File: src/rtl/uart_rx.sv
`default_nettype none
// ============================================================================
// Module   : uart_rx
// Brief    : Oversampled UART receiver (1 start, d_bits data LSB first,
//            STOP_BITS stop, no parity) with framing-error flag.
// Revision : 1.0 - initial release
// ============================================================================
module uart_rx #(
  parameter int DATA_BITS   = 8,
  parameter int STOP_BITS   = 1,
  parameter int OVRSAMPLING = 16
) (
  input  logic                 clk,
  input  logic                 reset,
  input  logic                 s_tick,
  input  logic                 rx,
  input  logic [3:0]           d_bits,
  output logic [DATA_BITS-1:0] dout,
  output logic                 rx_done,
  output logic                 frame_err
);

  localparam int c_S_MAX = ((STOP_BITS * OVRSAMPLING > OVRSAMPLING) ?
                            STOP_BITS * OVRSAMPLING : OVRSAMPLING) - 1;
  localparam int c_S_W   = $clog2(c_S_MAX + 1);
  localparam int c_E_W   = $clog2(DATA_BITS + 1);

  typedef enum logic [1:0] {
    ST_IDLE  = 2'd0,
    ST_START = 2'd1,
    ST_DATA  = 2'd2,
    ST_STOP  = 2'd3
  } state_t;

  state_t               r_state, w_state_nx;
  logic [c_S_W-1:0]     r_s, w_s_nx;
  logic [3:0]           r_n, w_n_nx;
  logic [c_E_W-1:0]     r_eff, w_eff_nx, w_eff_in;
  logic [DATA_BITS-1:0] r_shreg, w_shreg_nx;
  logic [DATA_BITS:0]   w_shift_in;
  logic                 r_err, w_err_nx;
  logic                 w_done, w_mid, w_last;
  logic                 r_rx_meta, r_rx_s;

  // Out-of-range or zero widths fall back to the full data width.
  always_comb begin
    if (d_bits == 4'd0 || int'(d_bits) > DATA_BITS)
      w_eff_in = c_E_W'(DATA_BITS);
    else
      w_eff_in = c_E_W'(d_bits);
  end

  assign w_shift_in = {r_rx_s, r_shreg};
  assign w_last     = (int'(r_n) == int'(r_eff) - 1);

  always_comb begin
    w_state_nx = r_state;
    w_s_nx     = r_s;
    w_n_nx     = r_n;
    w_eff_nx   = r_eff;
    w_shreg_nx = r_shreg;
    w_err_nx   = r_err;
    w_done     = 1'b0;
    w_mid      = 1'b0;
    for (int k = 1; k <= STOP_BITS; k++)
      if (int'(r_s) == k * OVRSAMPLING - 1) w_mid = 1'b1;

    case (r_state)
      ST_IDLE: begin
        if (!r_rx_s) begin
          w_state_nx = ST_START;
          w_s_nx     = '0;
          w_eff_nx   = w_eff_in;
        end
      end
      ST_START: begin
        if (s_tick) begin
          if (int'(r_s) == OVRSAMPLING / 2 - 1) begin
            w_s_nx = '0;
            if (!r_rx_s) begin
              w_state_nx = ST_DATA;
              w_n_nx     = '0;
            end else begin
              w_state_nx = ST_IDLE;
            end
          end else begin
            w_s_nx = r_s + c_S_W'(1);
          end
        end
      end
      ST_DATA: begin
        if (s_tick) begin
          if (int'(r_s) == OVRSAMPLING - 1) begin
            w_s_nx     = '0;
            w_shreg_nx = w_shift_in[DATA_BITS:1];
            if (w_last) begin
              w_state_nx = ST_STOP;
              w_err_nx   = 1'b0;
            end else begin
              w_n_nx = r_n + 4'd1;
            end
          end else begin
            w_s_nx = r_s + c_S_W'(1);
          end
        end
      end
      ST_STOP: begin
        if (s_tick) begin
          if (w_mid && !r_rx_s) w_err_nx = 1'b1;
          // Finishing mid-stop-bit leaves half a bit to spot the next start.
          if (int'(r_s) == STOP_BITS * OVRSAMPLING - 1) begin
            w_state_nx = ST_IDLE;
            w_s_nx     = '0;
            w_done     = 1'b1;
          end else begin
            w_s_nx = r_s + c_S_W'(1);
          end
        end
      end
      default: w_state_nx = ST_IDLE;
    endcase
  end

  always_ff @(posedge clk or posedge reset) begin
    if (reset) begin
      r_rx_meta <= 1'b1;
      r_rx_s    <= 1'b1;
      r_state   <= ST_IDLE;
      r_s       <= '0;
      r_n       <= '0;
      r_eff     <= '0;
      r_shreg   <= '0;
      r_err     <= 1'b0;
      dout      <= '0;
      rx_done   <= 1'b0;
      frame_err <= 1'b0;
    end else begin
      r_rx_meta <= rx;
      r_rx_s    <= r_rx_meta;
      r_state   <= w_state_nx;
      r_s       <= w_s_nx;
      r_n       <= w_n_nx;
      r_eff     <= w_eff_nx;
      r_shreg   <= w_shreg_nx;
      r_err     <= w_err_nx;
      rx_done   <= w_done;
      if (w_done) begin
        dout      <= r_shreg >> (DATA_BITS - int'(r_eff));
        frame_err <= w_err_nx;
      end
    end
  end

endmodule
`default_nettype wire

File: config.mk
export PLATFORM = sky130hd
export DESIGN_NAME = uart_rx
export DESIGN_NICKNAME = d
export VERILOG_FILES = /design/src/rtl/uart_rx.sv
export SDC_FILE = /design/constraint.sdc
export NUM_CORES = 1
export LEC_CHECK = 0
export CORE_ASPECT_RATIO = 0.75
export CORE_MARGIN = 3
export CORE_UTILIZATION = 40
export CTS_CLUSTER_DIAMETER = 80
export DETAILED_ROUTE_END_ITERATION = 8
export PLACE_DENSITY = 0.69
export SETUP_SLACK_MARGIN = 0.02
export SYNTH_ARGS = -nofsm -noshare
export SYNTH_HDL_FRONTEND = slang
export SYNTH_SLANG_ARGS = --single-unit
File: constraint.sdc
create_clock -name clk -period 2.32 [get_ports clk]
set_input_delay 0.464 -clock clk [delete_from_list [all_inputs] [get_ports clk]]
set_output_delay 0.464 -clock clk [all_outputs]
set_load 0.02 [all_outputs]
=== Word-level counts from Yosys, hierarchy flattened ===
Index checks and enable logic that the tools add are counted.

* Flip-flop bits (word level): 35
* Bits in latches: 0
* Bits in writable memories: 0
* Bits in read-only memories: 0
* Input port bits: 8
* Output and inout port bits: 10
* Memories kept: 0

* Add/sub/neg operators: 4
* Multipliers: 0
* Divide/modulo/power cells: 0
* Order comparisons: 1
* Equality and inequality tests: 17
* Shift operators: 1
* Multiplexer cells: 32
* Bitwise gates (word level): 1
* Reduce and logical (&&, ||, !) cells: 12

{| class="wikitable"
|+ Operators by type and width
! operator !! number
|-
| $mux W4 || 11
|-
| $shr A8 B32 Y8 || 1
|-
| $ne A2 B2 Y1 const B || 10
|-
| $mux W2 || 9
|-
| $pmux W4 S3 || 1
|-
| $add A4 B1 Y4 const B || 2
|-
| $mux W1 || 8
|-
| $pmux W2 S4 || 1
|-
| $pmux W4 S2 || 1
|-
| $reduce_and A8 Y1 || 1
|-
| $reduce_and A7 Y1 || 1
|-
| $reduce_and A3 Y1 || 2
|-
| $eq A5 B5 Y1 || 1
|-
| $sub A4 B1 Y5 const B || 1
|-
| $sub A4 B4 Y5 const A || 1
|-
| $eq A2 B2 Y1 const B || 2
|-
| $eq A4 B1 Y1 const B || 1
|-
| $eq A4 B4 Y1 const B || 1
|-
| $gt A4 B4 Y1 const B || 1
|-
| $logic_not A4 Y1 || 1
|-
| $eq A2 B1 Y1 const B || 1
|-
| $logic_not A2 Y1 || 1
|-
| $ne A2 B1 Y1 const B || 1
|-
| $pmux W1 S2 || 1
|-
| other kinds (7) || 7
|}

=== Depth between registers and ports, before layout ===
* Depth after elaboration: 6
* Gate-level depth with buffers: 10
* Depth with buffers taken out: 7

=== Worst setup path after synthesis ===
Ideal clock, no wire load.

* Path type: flip-flop to flip-flop
* Start: register r_eff[0]
* End: register dout[3]
* Setup time: 0.092 ns
* Arrival time: 1.962 ns
* Data required time: 2.228 ns
* Path slack: 0.266 ns
* Stages on the path, launching flop included: 11
* Buffers on the path: 3
* Cell sequence: dfrtp_1 > buf_6 > buf_6 > inv_1 > ha_1 > buf_4 > nor3b_1 > nand2_1 > a311oi_2 > a211oi_1 > o31ai_2

* Word-level cells in the longest chain between the ends: 2

{| class="wikitable"
|+ RTL lines
! what !! RTL line !! RTL
|-
| start, declared || 38 || <nowiki>logic [c_E_W-1:0] r_eff, w_eff_nx, w_eff_in;</nowiki>
|-
| start signal, assigned || 143 || <nowiki>r_eff <= w_eff_nx;</nowiki>
|-
| $sub A4 B4 Y5 || 148 || <nowiki>dout <= r_shreg >> (DATA_BITS - int'(r_eff));</nowiki>
|-
| $shr A8 B32 Y8 || 148 ||
|-
| end signal, assigned || 148 ||
|-
| end, declared || 18 || <nowiki>output logic [DATA_BITS-1:0] dout,</nowiki>
|}

No other way between the ends.
A chain may end at the register's enable or synchronous reset.

=== Final worst setup path ===
* Start: register r_eff[1]
* End: register dout[3]

The elaborated chain is that of the path after synthesis.

==> flow_metrics.py <==
metrics = {
    "detailed_routing": {
        "wl_met2_um": 1673,
        "drc_errors": 0,
        "post_drt_wl_per_cell_um": 14.64,
        "ant_nets": 0,
        "wl_um": 4202,
        "dr.pass1.iters": 4,
        "wl_met3_um": 191,
        "vias": 1585,
        "highest_layer": "met4",
        "wl_met1_um": 2266,
        "first_iter_violations": 75,
        "avgViaCountPerCell": 5.523,
    },
    "clock_tree": {
        "cts_buffer_depth": 2,
        "cts_tree": "yes",
        "cts_buffers": 5,
        "cts_setup_buffers": 0,
        "cts_root_buf": "clkbuf_8",
        "insertion_delay_ns": 0.29,
        "clk_pin_slew_worst_paths_ns": 0.07,
        "htree_levels": 2,
        "cts_sinks": 35,
    },
    "place": {
        "dp.cells": 279,
        "place_hpwl_um": 3035,
        "dpl_worst_slack_ns": 0.2172,
        "routabilityCongestion": 0.7896,
        "portBuffers": 17,
    },
    "timing": {
        "rsz0062_at_grt": "no",
        "fin_tns_setup_ns": 0,
        "worst_slack_ns": 0.2609,
        "skew_ns": 0.005413,
        "hold_violations": 0,
        "max_freq_mhz": 485.7,
        "fin_crit_sh_pct": 88.75,
        "slew_headroom_pct": 70.39,
        "setup_viol": 0,
        "tightestPinTransition_ns": 0.4441,
        "finalMaxSlewViolations": 0,
        "fin_crit_ns": 2.059,
    },
    "critical_path": {
        "reg2reg_to": "dout[3]",
        "worstSetupEndpoint": "dout[3]",
        "start_kind": "flop",
        "criticalPathCategory": "flop to flop",
        "reg2reg_from": "r_eff[1]",
        "crit_path_start": "r_eff[1]",
        "cp.required_ns": 2.52,
        "critical_path_arrival_ns": 2.26,
        "end_kind": "flop",
        "path_max_fanout": 7,
        "r2r_cells": 7,
        "r2r_slack_ns": 0.26,
    },
    "synth": {
        "synth_edf_count": 0,
        "syn_avg_cell_area_sq_um": 9.763,
        "async_reset_ff_share_pct": 100.0,
        "synth_ff_type": "dfrtp_1",
        "synth.cell_area_sq_um": 2031,
        "yosysWarnings": 0,
        "ys_seq_area_share_pct": 43.25,
        "synth.distinct_cells": 51,
        "synth_seq_cells": 35,
        "synth_top_area_share_pct": 40.67,
        "synthCells": 208,
        "synth_common_cells": "43 x nand2_1, 33 x dfrtp_1, 11 x mux2i_1, 11 x o21ai_0, 10 x nand3_1",
        "synth_most_common_cell": "nand2_1",
        "synthTopCellsByArea": "dfrtp_1 41%, nand2_1 7.9%, mux2i_1 5.4%",
        "yosys.area.top_type": "dfrtp_1",
        "synth_nets": 220,
    },
    "floorplanning": {
        "start_util_pct": 43.42,
        "placementRows": 21,
        "core_area_sq_um": 4677,
        "die_y_um": 67.71,
        "io_pins": 18,
        "dieArea_sq_um": 5977,
        "chipWidth_um": 88.28,
    },
    "layout": {
        "final_cells": 287,
        "nFillCells": 439,
        "syn_to_final_growth_pct": 16.02,
        "regArea_sq_um": 878.3,
        "n_antenna_cell": 0,
        "multi_input_area_sq_um": 1050,
        "nNetsFinal": 241,
        "final_layout_size_suffix_gt1_share_pct": 15.22,
    },
    "global_routing": {
        "grt_usage_pct": 16.01,
        "gr-total-overflow": 0,
        "grt_pass1_vias": 1427,
        "grt_max_degree": 36,
        "antenna_found_initial": 0,
        "grt_pass1_wl_um": 7169,
    },
    "power_and_ir_drop": {
        "power.density_nw_per_um2": 640.7,
        "ir_drop_uv": 287.2,
        "internal_power_uw": 1075,
        "pwr-share-seq_pct": 51.4,
        "power.net_switching_uw": 434.5,
        "p_sw_share_pct": 28.78,
        "p_clk_share_pct": 32.2,
        "pwr-share-comb_pct": 16.4,
        "cellLeakagePower_uw": 0.001086,
    },
    "flow_run": {
        "max_cap_viol_count": 0,
    },
    "min_path": {
        "hp-class": "flop to flop",
    },
    "run_status": {
        "status": "complete, no violations",
    },
}
[critical path: stages, from the launching register on]
cell and delay, ns:
dfrtp_1 0.41, inv_1 0.10, ha_1 0.48, inv_2 0.10, or3_1 0.37, a311oi_2 0.24
a211oi_1 0.09, o31ai_2 0.18
[cells by family after synthesis]
kind of cell / Yosys count / synth area share [%]
xor gates and xnor gates: 6 / 3.266
AOI/OAI and AO/OA: 39 / 14.48
DFF: 35 / 43.25
muxes: 15 / 8.749
adders and majority gates: 4 / 2.465
and+or+nand+nor: 90 / 22.49
buffers and inverters: 19 / 5.299
[sequential cells by signal, summed over array words and instances, names as in the netlist, named ones only]
| register | count |
|---|---|
| dout | 8 |
| r_err | 1 |
| rx_done | 1 |
| r_rx_meta | 1 |
| frame_err | 1 |
| r_state | 1 |
| r_eff | 4 |
| r_s | 4 |
| r_rx_s | 1 |
| r_n | 4 |
| r_shreg | 8 |
[worst min-delay path by stage]
stage / start / endpoint / slack [ns] / depth (start not counted)
5_1_grt: r_rx_meta / r_rx_s / 0.37 / 0
6_report: r_rx_meta / r_rx_s / 0.36 / 0
2_1_floorplan: r_rx_meta / r_rx_s / 0.35 / 0
3_3_place_gp: r_rx_meta / r_rx_s / 0.35 / 0
4_1_cts: r_rx_meta / r_rx_s / 0.36 / 0
3_5_place_dp: r_rx_meta / r_rx_s / 0.35 / 0
[through the flow]
| step | hold WS [ns] | utilization (%) | total power (uW) | cell area, sq um |
|---|---|---|---|---|
| 6_report | 0.3558 | 50.37 | 1510 | 2356 |
| 5_1_grt | 0.3660 | 50.37 | 1608 | 2356 |
| 4_1_cts | 0.3577 | 50.27 | 1522 | 2351 |
| 3_5_place_dp | 0.3476 | 48.13 | 1030 | 2251 |
| 3_3_place_gp | 0.3467 | 48.13 | 1018 | 2251 |
| 2_1_floorplan | 0.3452 | - | 949.5 | 2031 |
[repair_timing]
item | 4_1_cts | 5_1_grt
endpoints found under the setup margin | 0 | 1
hold buffers | 0 | 0
gates resized for setup | 0 | 1
[routing by layer]
metal / vias up / track usage, %
met2: 40 / 20.90
met4: 0 / 8.113
met5: - / 0
met3: 7 / 3.659
li1: 771 / -
met1: 767 / 24.17
[layout make-up]
| type | count | share of cell area (%) |
|---|---|---|
| multi-input combinational | 154 | 44.56 |
| tap | 57 | 3.027 |
| sequential | 35 | 37.28 |
| clock buffer | 8 | 4.249 |
| inverter | 9 | 1.434 |
| timing repair buffer | 24 | 9.453 |
[cell usage in the layout (no fill, tap or decap), types with 4 or more instances in the layout]
cell / instances
a21oi_1: 5
a22o_1: 4
buf_4: 7
clkbuf_8: 7
clkdlybuf4s50_1: 17
dfrtp_1: 33
ha_1: 4
inv_1: 7
mux2i_1: 11
nand2_1: 43
nand3_1: 10
nand3b_1: 4
nor2_1: 8
o21ai_0: 11
[power groups by stage]
stage          combinational [uW]  sequential, uW  clock (uW)
4_1_cts                       249             773         500
3_3_place_gp                  238             780           0
5_1_grt                       284             791         533
2_1_floorplan                 195             754           0
3_5_place_dp                  246             784           0
6_report                      248             776         486
(Power assumes the default switching activity.)
